==> src/rtl/uart_rx_capture.sv <==
// 8N1 UART receiver feeding a first-word fall-through byte FIFO, with framing/overflow/EOL flags.
// Define UART_RX_PARITY_EN for 8E1 framing with an extra parity_err_o output.
module uart_rx_capture #(
  parameter int unsigned CLKS_PER_BIT = 32,
  parameter int unsigned FIFO_DEPTH   = 16,
  parameter logic [7:0]  EOL_CHAR     = 8'h0A
) (
  input  logic                               clk,
  input  logic                               rst_n,
  input  logic                               rx_i,
  output logic [7:0]                         data_o,
  output logic                               valid_o,
  input  logic                               ready_i,
  output logic [$clog2(FIFO_DEPTH+1)-1:0]    count_o,
  output logic                               frame_err_o,
  output logic                               overflow_o,
  output logic                               line_done_o
`ifdef UART_RX_PARITY_EN
  ,
  output logic                               parity_err_o
`endif
);

  localparam int unsigned CntW  = $clog2(CLKS_PER_BIT);
  localparam int unsigned AddrW = $clog2(FIFO_DEPTH);
  localparam int unsigned OccW  = $clog2(FIFO_DEPTH + 1);

  typedef logic [CntW-1:0] baud_t;
  localparam baud_t BitLoad  = baud_t'(CLKS_PER_BIT - 1);
  localparam baud_t HalfLoad = baud_t'(CLKS_PER_BIT / 2 - 1);

  typedef enum logic [2:0] {
    StIdle,
    StStart,
    StData,
    StParity,
    StStop,
    StWaitIdle
  } state_e;

  state_e      state_q, state_d;
  baud_t       baud_q, baud_d;
  logic [2:0]  idx_q, idx_d;
  logic [7:0]  shift_q, shift_d;
  logic        rx_meta_q, rx_s_q;
  logic        expire;

  logic        push_req, ferr_set;
  logic        frame_err_q, line_done_q, overflow_q;

  logic [7:0]      mem_q [FIFO_DEPTH];
  logic [AddrW-1:0] wr_ptr_q, rd_ptr_q;
  logic [OccW-1:0]  count_q, count_d;
  logic            full, pop, push_ok;

`ifdef UART_RX_PARITY_EN
  logic par_bad_q, par_bad_d;
  logic par_err_set, parity_err_q;
`endif

  assign expire = (baud_q == '0);

  // State register plus receive datapath; the synchronizer idles at line-high.
  always_ff @(posedge clk) begin
    if (!rst_n) begin
      state_q   <= StIdle;
      baud_q    <= '0;
      idx_q     <= '0;
      shift_q   <= '0;
      rx_meta_q <= 1'b1;
      rx_s_q    <= 1'b1;
`ifdef UART_RX_PARITY_EN
      par_bad_q <= 1'b0;
`endif
    end else begin
      state_q   <= state_d;
      baud_q    <= baud_d;
      idx_q     <= idx_d;
      shift_q   <= shift_d;
      rx_meta_q <= rx_i;
      rx_s_q    <= rx_meta_q;
`ifdef UART_RX_PARITY_EN
      par_bad_q <= par_bad_d;
`endif
    end
  end

  always_comb begin
    state_d = state_q;
    baud_d  = expire ? baud_q : baud_q - baud_t'(1);
    idx_d   = idx_q;
    shift_d = shift_q;
`ifdef UART_RX_PARITY_EN
    par_bad_d = par_bad_q;
`endif
    unique case (state_q)
      StIdle: begin
        if (!rx_s_q) begin
          state_d = StStart;
          baud_d  = HalfLoad;
        end
      end
      StStart: begin
        if (expire) begin
          if (rx_s_q) begin
            state_d = StIdle;
          end else begin
            state_d = StData;
            idx_d   = '0;
            baud_d  = BitLoad;
          end
        end
      end
      StData: begin
        if (expire) begin
          shift_d = {rx_s_q, shift_q[7:1]};
          idx_d   = idx_q + 3'd1;
          baud_d  = BitLoad;
          if (idx_q == 3'd7) begin
`ifdef UART_RX_PARITY_EN
            state_d = StParity;
`else
            state_d = StStop;
`endif
          end
        end
      end
`ifdef UART_RX_PARITY_EN
      StParity: begin
        if (expire) begin
          par_bad_d = ^{shift_q, rx_s_q};
          baud_d    = BitLoad;
          state_d   = StStop;
        end
      end
`endif
      StStop: begin
        if (expire) state_d = rx_s_q ? StIdle : StWaitIdle;
      end
      StWaitIdle: begin
        if (rx_s_q) state_d = StIdle;
      end
      default: state_d = StIdle;
    endcase
  end

  always_comb begin
    ferr_set = (state_q == StStop) && expire && !rx_s_q;
`ifdef UART_RX_PARITY_EN
    push_req    = (state_q == StStop) && expire && rx_s_q && !par_bad_q;
    par_err_set = (state_q == StParity) && expire && (^{shift_q, rx_s_q});
`else
    push_req    = (state_q == StStop) && expire && rx_s_q;
`endif
  end

  // FIFO: a pop in the same cycle frees the slot, so a full FIFO still accepts the push.
  assign valid_o = (count_q != '0);
  assign full    = (count_q == OccW'(FIFO_DEPTH));
  assign pop     = valid_o && ready_i;
  assign push_ok = push_req && (!full || pop);

  always_comb begin
    count_d = count_q;
    unique case ({push_ok, pop})
      2'b10:   count_d = count_q + OccW'(1);
      2'b01:   count_d = count_q - OccW'(1);
      default: count_d = count_q;
    endcase
  end

  always_ff @(posedge clk) begin
    if (rst_n && push_ok) mem_q[wr_ptr_q] <= shift_q;
  end

  always_ff @(posedge clk) begin
    if (!rst_n) begin
      wr_ptr_q    <= '0;
      rd_ptr_q    <= '0;
      count_q     <= '0;
      frame_err_q <= 1'b0;
      line_done_q <= 1'b0;
      overflow_q  <= 1'b0;
`ifdef UART_RX_PARITY_EN
      parity_err_q <= 1'b0;
`endif
    end else begin
      if (push_ok) wr_ptr_q <= wr_ptr_q + AddrW'(1);
      if (pop)     rd_ptr_q <= rd_ptr_q + AddrW'(1);
      count_q     <= count_d;
      frame_err_q <= ferr_set;
      line_done_q <= push_ok && (shift_q == EOL_CHAR);
      overflow_q  <= overflow_q | (push_req && full && !pop);
`ifdef UART_RX_PARITY_EN
      parity_err_q <= par_err_set;
`endif
    end
  end

  assign data_o      = valid_o ? mem_q[rd_ptr_q] : 8'h00;
  assign count_o     = count_q;
  assign frame_err_o = frame_err_q;
  assign line_done_o = line_done_q;
  assign overflow_o  = overflow_q;
`ifdef UART_RX_PARITY_EN
  assign parity_err_o = parity_err_q;
`endif

endmodule

==> config.mk <==
export PLATFORM = sky130hd
export DESIGN_NAME = uart_rx_capture
export DESIGN_NICKNAME = d
export VERILOG_FILES = /design/src/rtl/uart_rx_capture.sv
export SDC_FILE = /design/constraint.sdc
export NUM_CORES = 1
export LEC_CHECK = 0
export ABC_AREA = 1
export CAP_MARGIN = 15
export CELL_PAD_IN_SITES_DETAIL_PLACEMENT = 0
export CELL_PAD_IN_SITES_GLOBAL_PLACEMENT = 1
export CORE_MARGIN = 2
export CORE_UTILIZATION = 40
export DETAILED_ROUTE_END_ITERATION = 7
export PLACE_DENSITY_LB_ADDON = 0.12
export SETUP_SLACK_MARGIN = 0.4
export SYNTH_ARGS = -nofsm -noshare
export SYNTH_HDL_FRONTEND = slang
export SYNTH_SLANG_ARGS = --single-unit
==> constraint.sdc <==
create_clock -name clk -period 5.4 [get_ports clk]
set_input_delay 1.62 -clock clk [delete_from_list [all_inputs] [get_ports clk]]
set_output_delay 1.62 -clock clk [all_outputs]
set_load 0.1 [all_outputs]
==> flow_summary.json, run 1 <==
{
  "status": "finished, final reports clean",
  "cts_root_buf": "clkbuf_16",
  "wl_per_cell_um": 18.0,
  "first_pass_iters": 4,
  "cts_made_buffers": 17,
  "htreeDepth": 4,
  "cp_slowest_stage_delay_ns": 0.46,
  "setup_tns_ns": 0,
  "antenna_cells": 0,
  "netlist_instances": 682,
  "cp_slowest_cell": "inv_2",
  "critPathKind": "reg -> out",
  "die_width_um": 138,
  "synth_nets": 699,
  "yosysTopAreaCellShare": 0.537,
  "track_usage": 0.193,
  "die_height_um": 138,
  "avgSynthCellArea_um2": 10.5,
  "grt_overflow": 0,
  "maxClockFrequency_mhz": 239,
  "vias": 4846,
  "final_cells": 937,
  "routed_via_density": 5.17,
  "core_area_mm2": 0.0174,
  "post_dp_cell_area_mm2": 0.00753,
  "ys_seq_area_frac": 0.652,
  "slew_headroom": 0.301,
  "synth.most_common_cell": "nand2_1",
  "finalCriticalPeriod_ns": 4.19,
  "power_uw": 4520,
  "drive_above_1_share": 0.103,
  "required_ns": 3.78,
  "grt_start_max_net_pins": 65,
  "placedCellCount": 903,
  "slew_viol_final": 0,
  "cp_cell_sequence": "inv_2 > buf_12 > nand2_1 > nand3_1 > nand3_1 > a21oi_1 > o21a_1 > buf_4",
  "power_density_mw_per_mm2": 556,
  "syn_area_mm2": 0.00716,
  "grt_pass1_wl_mm": 26.5,
  "rsz0062_at_grt": "no",
  "fin_area_mm2": 0.00813,
  "leakage_uw": 0.00303,
  "nNetsFinal": 716,
  "initial_core_util": 0.411,
  "synth-edff-count": 128,
  "wl_mm": 16.8,
  "cts_setup_buffers": 0,
  "io_buffers": 20,
  "maxCapViolations": 0,
  "fillers": 1620,
  "fin_crit_sh": 0.776,
  "r2r_cells": 8,
  "timing.critical_path.arrival_ns": 2.57,
  "dr.first_iter.drc_count": 375,
  "hold_path.class": "reg -> reg",
  "synth_warnings": 0,
  "syn2layout_area_growth_pct": 13.6,
  "synth_seq_cells": 169,
  "setup_viol_count_final": 0,
  "grt_pass1_vias": 4789,
  "ys_top_cells_by_count": "168 x nand2_1, 128 x edfxtp_1, 111 x nand3_1",
  "hold_path_depth": 1,
  "yosysTopAreaCell": "edfxtp_1",
  "start_kind": "flop",
  "clockBufferDepth": 2,
  "insertion_delay_ns": 0.43,
  "dieArea_mm2": 0.0190,
  "hold_violations": 0,
  "ant_nets": 0,
  "antenna_found_initial": 0,
  "cts_resized": 0,
  "async_flop_share": 0,
  "synthTopCellsByArea": "edfxtp_1 54%, dfxtp_1 11%, nand2_1 8.8%",
  "drc": 0,
  "fp-row-count": 48,
  "worstMarginPinSlew_ns": 1.04,
  "globalplace.congestion": 0.826,
  "synth.distinct_cells": 34,
  "irDropWorstVdd_mv": 0.509,
  "hold_buffers": 0,
  "ys.flop_type": "edfxtp_1",
  "finClkSkew_ns": 0.0108,
  "boundaryPins": 21,
  "critical_path.endpoint_type": "output pin",
  "cts.clk_slew.worst_paths_ns": 0.07,
  "path_common_cell": "nand3_1",
  "hpwl_mm": 10.4,
  "cp_max_fo": 33,
  "clock-sinks": 169,
  "tritoncts": "done"
}
==> cell usage in the layout (no fill, tap or decap), drive strengths merged, types with 12 or more instances in the layout <==
cell type and instances:
o21ai 23, a21oi 45, nand2 174, ha 12, buf 16, nand3 115, nor2 46, clkdlybuf4s50 12
edfxtp 128, clkbuf 18, dfxtp 41, inv 42
==> registers in the layout (all words and copies together) (netlist names), named ones only <==
| signal | cells |
|---|---|
| line_done_o | 1 |
| rx_meta_q | 1 |
| frame_err_o | 1 |
| shift_q | 8 |
| rx_s_q | 1 |
| idx_q | 3 |
| baud_q | 5 |
| wr_ptr_q | 4 |
| mem_q | 128 |
| rd_ptr_q | 4 |
| state_q | 3 |
| overflow_o | 1 |
| count_o | 5 |
==> layout make-up <==
class / count / area [um2] / share of cell area
Multi-Input combinational cell: 446 / 2210 / 0.272
Sequential cell: 169 / 4670 / 0.574
Tap cell: 225 / 282 / 0.0346
Clock inverter: 14 / 114 / 0.0140
Clock buffer: 18 / 439 / 0.0540
Timing Repair Buffer: 28 / 273 / 0.0335
Inverter: 37 / 146 / 0.0180
==> worst max-delay path, delay by kind of cell (launching register included) <==
| kind | cells | cell delay, ns |
|---|---|---|
| flip-flops | 1 | 0.32 |
| AND/OR/NAND/NOR | 3 | 0.29 |
| buffers and inverters | 3 | 1.01 |
| AO/OA/AOI/OAI | 2 | 0.48 |
==> final timing paths <==
path / endpoint / slack [ns] / startpoint
worst min-delay path: rx_s_q / 0.42 / rx_meta_q
worst max register to register: mem_q[2][6] / 2.82 / baud_q[0]
worst max-delay path: data_o[5] / 1.21 / flop
worst min register to register: rx_s_q / 0.42 / rx_meta_q
==> power by group <==
part           leakage [uW]  switching, uW  internal [uW]  total, uW
clock              0.000276            521            610       1130
sequential          0.00152            142           1510       1650
combinational       0.00123           1270            465       1740
total               0.00303           1940           2590       4520
==> cell families (layout without fill, tap and decap cells) <==
kind of cell,count (synthesis),in the layout,share of synthesized area
simple gates,347,347,0.218
buf+inv,67,97,0.0392
fa+ha+maj,13,13,0.0238
flops,169,169,0.652
compound gates,81,81,0.0609
xor+xnor,5,5,0.00612
==> per-layer routing <==
metal / vias to the layer above / wire length (um) / share of wire / track usage
met5: - / 0 / 0 / 0
met4: 0 / 511 / 0.030 / 0.0867
met3: 33 / 674 / 0.040 / 0.0394
met2: 117 / 8200 / 0.49 / 0.313
met1: 2300 / 7440 / 0.44 / 0.249
li1: 2396 / - / - / -
==> metrics by stage <==
stage	util	hold WS, ns	worst slack [ns]
4_1_cts	0.464	0.421	0.996
3_5_place_dp	0.432	0.406	1.48
5_1_grt	0.467	0.435	1.08
3_3_place_gp	0.432	0.398	1.46
6_report	0.467	0.421	1.21
2_1_floorplan	-	0.392	1.25
Power figures use the tool's default switching activity.
==> run 2: changes to the inputs <==
- clock period: 5.4 -> 3.5 ns (I/O delays scaled with it)
==> flow_summary.json, run 2 (same netlist as run 1, synthesis figures left out) <==
{
  "status": "finished, final reports clean",
  "largest_register_ffs": 128,
  "ff2ff_setup_slack_ns": 1.20,
  "start_kind": "flop",
  "fin_crit_sh": 0.876,
  "timing.rr.end": "count_o[4]",
  "cp_slowest_cell": "dfxtp_4",
  "setup_tns_ns": 0,
  "maxCapViolations": 0,
  "cp_max_fo": 16,
  "first_pass_iters": 5,
  "critPathKind": "reg -> out",
  "power_density_mw_per_mm2": 875,
  "core_area_mm2": 0.0174,
  "antenna_cells": 0,
  "htreeDepth": 4,
  "vias": 5037,
  "hpwl_mm": 10.9,
  "maxClockFrequency_mhz": 326,
  "die_width_um": 138,
  "dieArea_mm2": 0.0190,
  "hold_path_depth": 1,
  "mostFrequentLayoutCells": "168 x nand2_1, 128 x edfxtp_1, 109 x nand3_1",
  "setup_viol_count_final": 0,
  "final_common_cell": "nand2_1",
  "required_ns": 2.45,
  "hp-start": "rx_meta_q",
  "wl_per_cell_um": 18.3,
  "final_cells": 963,
  "finClkSkew_ns": 0.00648,
  "cp_slowest_stage_delay_ns": 0.40,
  "grt_start_max_net_pins": 33,
  "routed_via_density": 5.23,
  "final_util": 0.496,
  "globalplace.congestion": 0.773,
  "top_register": "mem_q",
  "worstMarginPinSlew_ns": 0.811,
  "cts.clk_slew.worst_paths_ns": 0.06,
  "top_regs": "mem_q: 128 flops, shift_q: 8 flops",
  "boundaryPins": 21,
  "hold_buffers": 0,
  "rsz0062_at_grt": "yes",
  "placedCellCount": 923,
  "r2r_start": "count_o[1]",
  "nNetsFinal": 742,
  "track_usage": 0.197,
  "dr.first_iter.drc_count": 269,
  "drc": 0,
  "hold_violations": 0,
  "critical_path.endpoint_type": "output pin",
  "io_buffers": 20,
  "clock-sinks": 169,
  "insertion_delay_ns": 0.42,
  "irDropWorstVdd_mv": 0.868,
  "cp_cell_sequence": "buf_4 > buf_12 > nand2_1 > nand3_1 > nand3_1 > a21oi_1 > o21a_2 > buf_12",
  "hold_end": "rx_s_q",
  "hold_path.class": "reg -> reg",
  "drive_above_1_share": 0.178,
  "r2r_cells": 14,
  "tritoncts": "done",
  "cts_made_buffers": 17,
  "timing.critical_path.arrival_ns": 2.02,
  "cts_root_buf": "clkbuf_16",
  "ant_nets": 0,
  "syn2layout_area_growth_pct": 20.8,
  "leakage_uw": 0.00330,
  "grt_overflow": 0,
  "grt_pass1_wl_mm": 27.1,
  "fillers": 1576,
  "clockBufferDepth": 2,
  "initial_core_util": 0.411,
  "fp-row-count": 48,
  "fin_worst_hold_slack_ns": 0.429,
  "slew_viol_final": 0,
  "antenna_found_initial": 0,
  "wl_mm": 17.7,
  "finalCriticalPeriod_ns": 3.07,
  "die_height_um": 138,
  "grt_pass1_vias": 4851,
  "slew_headroom": 0.459
}
-- run 2: cell types whose count changed in the layout (fill, tap and decap cells not counted), sizes merged --
cell | before | now
bufbuf | 0 | 2
clkdlybuf4s50 | 12 | 3
bufinv | 0 | 2
clkbuf | 18 | 24
clkinv | 9 | 7
buf | 16 | 48
clkinvlp | 0 | 1
inv | 42 | 36
-- run 2: repair_timing --
item / in CTS / in global routing
cloned: 3 / 1
buffers inserted: 2 / 2
gates resized for setup: 12 / 11
endpoints found under the setup margin: 8 / 8
-- run 2: power by group --
| part | switching (uW) | internal [uW] |
|---|---|---|
| registers | 234 | 2340 |
| clock network | 761 | 1160 |
| logic | 2030 | 1040 |
| total | 3020 | 4540 |
-- run 2: worst max path at each step --
stage	endpoint	cells past startpoint	from	slack [ns]
after global placement	count_o[4]	13	ready_i	0.58
after floorplan	data_o[0]	3	count_o[4]	0.54
after global routing	data_o[3]	8	flop	0.38
after detailed placement	count_o[4]	13	ready_i	0.55
final	data_o[3]	8	flop	0.43
after CTS	data_o[2]	7	flop	0.41
-- run 2: routing by layer --
| layer | share of wire | wire, um | track usage |
|---|---|---|---|
| met4 | 0.015 | 268 | 0.0709 |
| met5 | 0 | 0 | 0 |
| met1 | 0.43 | 7630 | 0.240 |
| met3 | 0.035 | 617 | 0.0386 |
| met2 | 0.52 | 9150 | 0.347 |
-- run 2: area by class of cell --
type	count	area [um2]	area share
repair buffers	54	649	0.0751
flip-flops and latches	169	4680	0.541
well taps	225	282	0.0326
inverters	37	163	0.0188
clock inverters	9	109	0.0126
multi-input cells	446	2260	0.262
clock buffers	23	500	0.0579
-- run 2: stage by stage --
step | total power (uW) | area [um2] | setup slack [ns]
after floorplan | 4610 | 7170 | 0.538
after global placement | 5470 | 7800 | 0.580
after detailed placement | 5510 | 7800 | 0.547
after CTS | 7560 | 8560 | 0.410
after global routing | 7930 | 8650 | 0.378
final | 7570 | 8650 | 0.433
-- run 2: critical path, delay by kind of cell, from the launching register on --
kind / cells / cell delay, ns
AO/OA/AOI/OAI: 2 / 0.46
buffers and inverters: 3 / 0.45
flip-flops: 1 / 0.40
AND/OR/NAND/NOR: 3 / 0.27
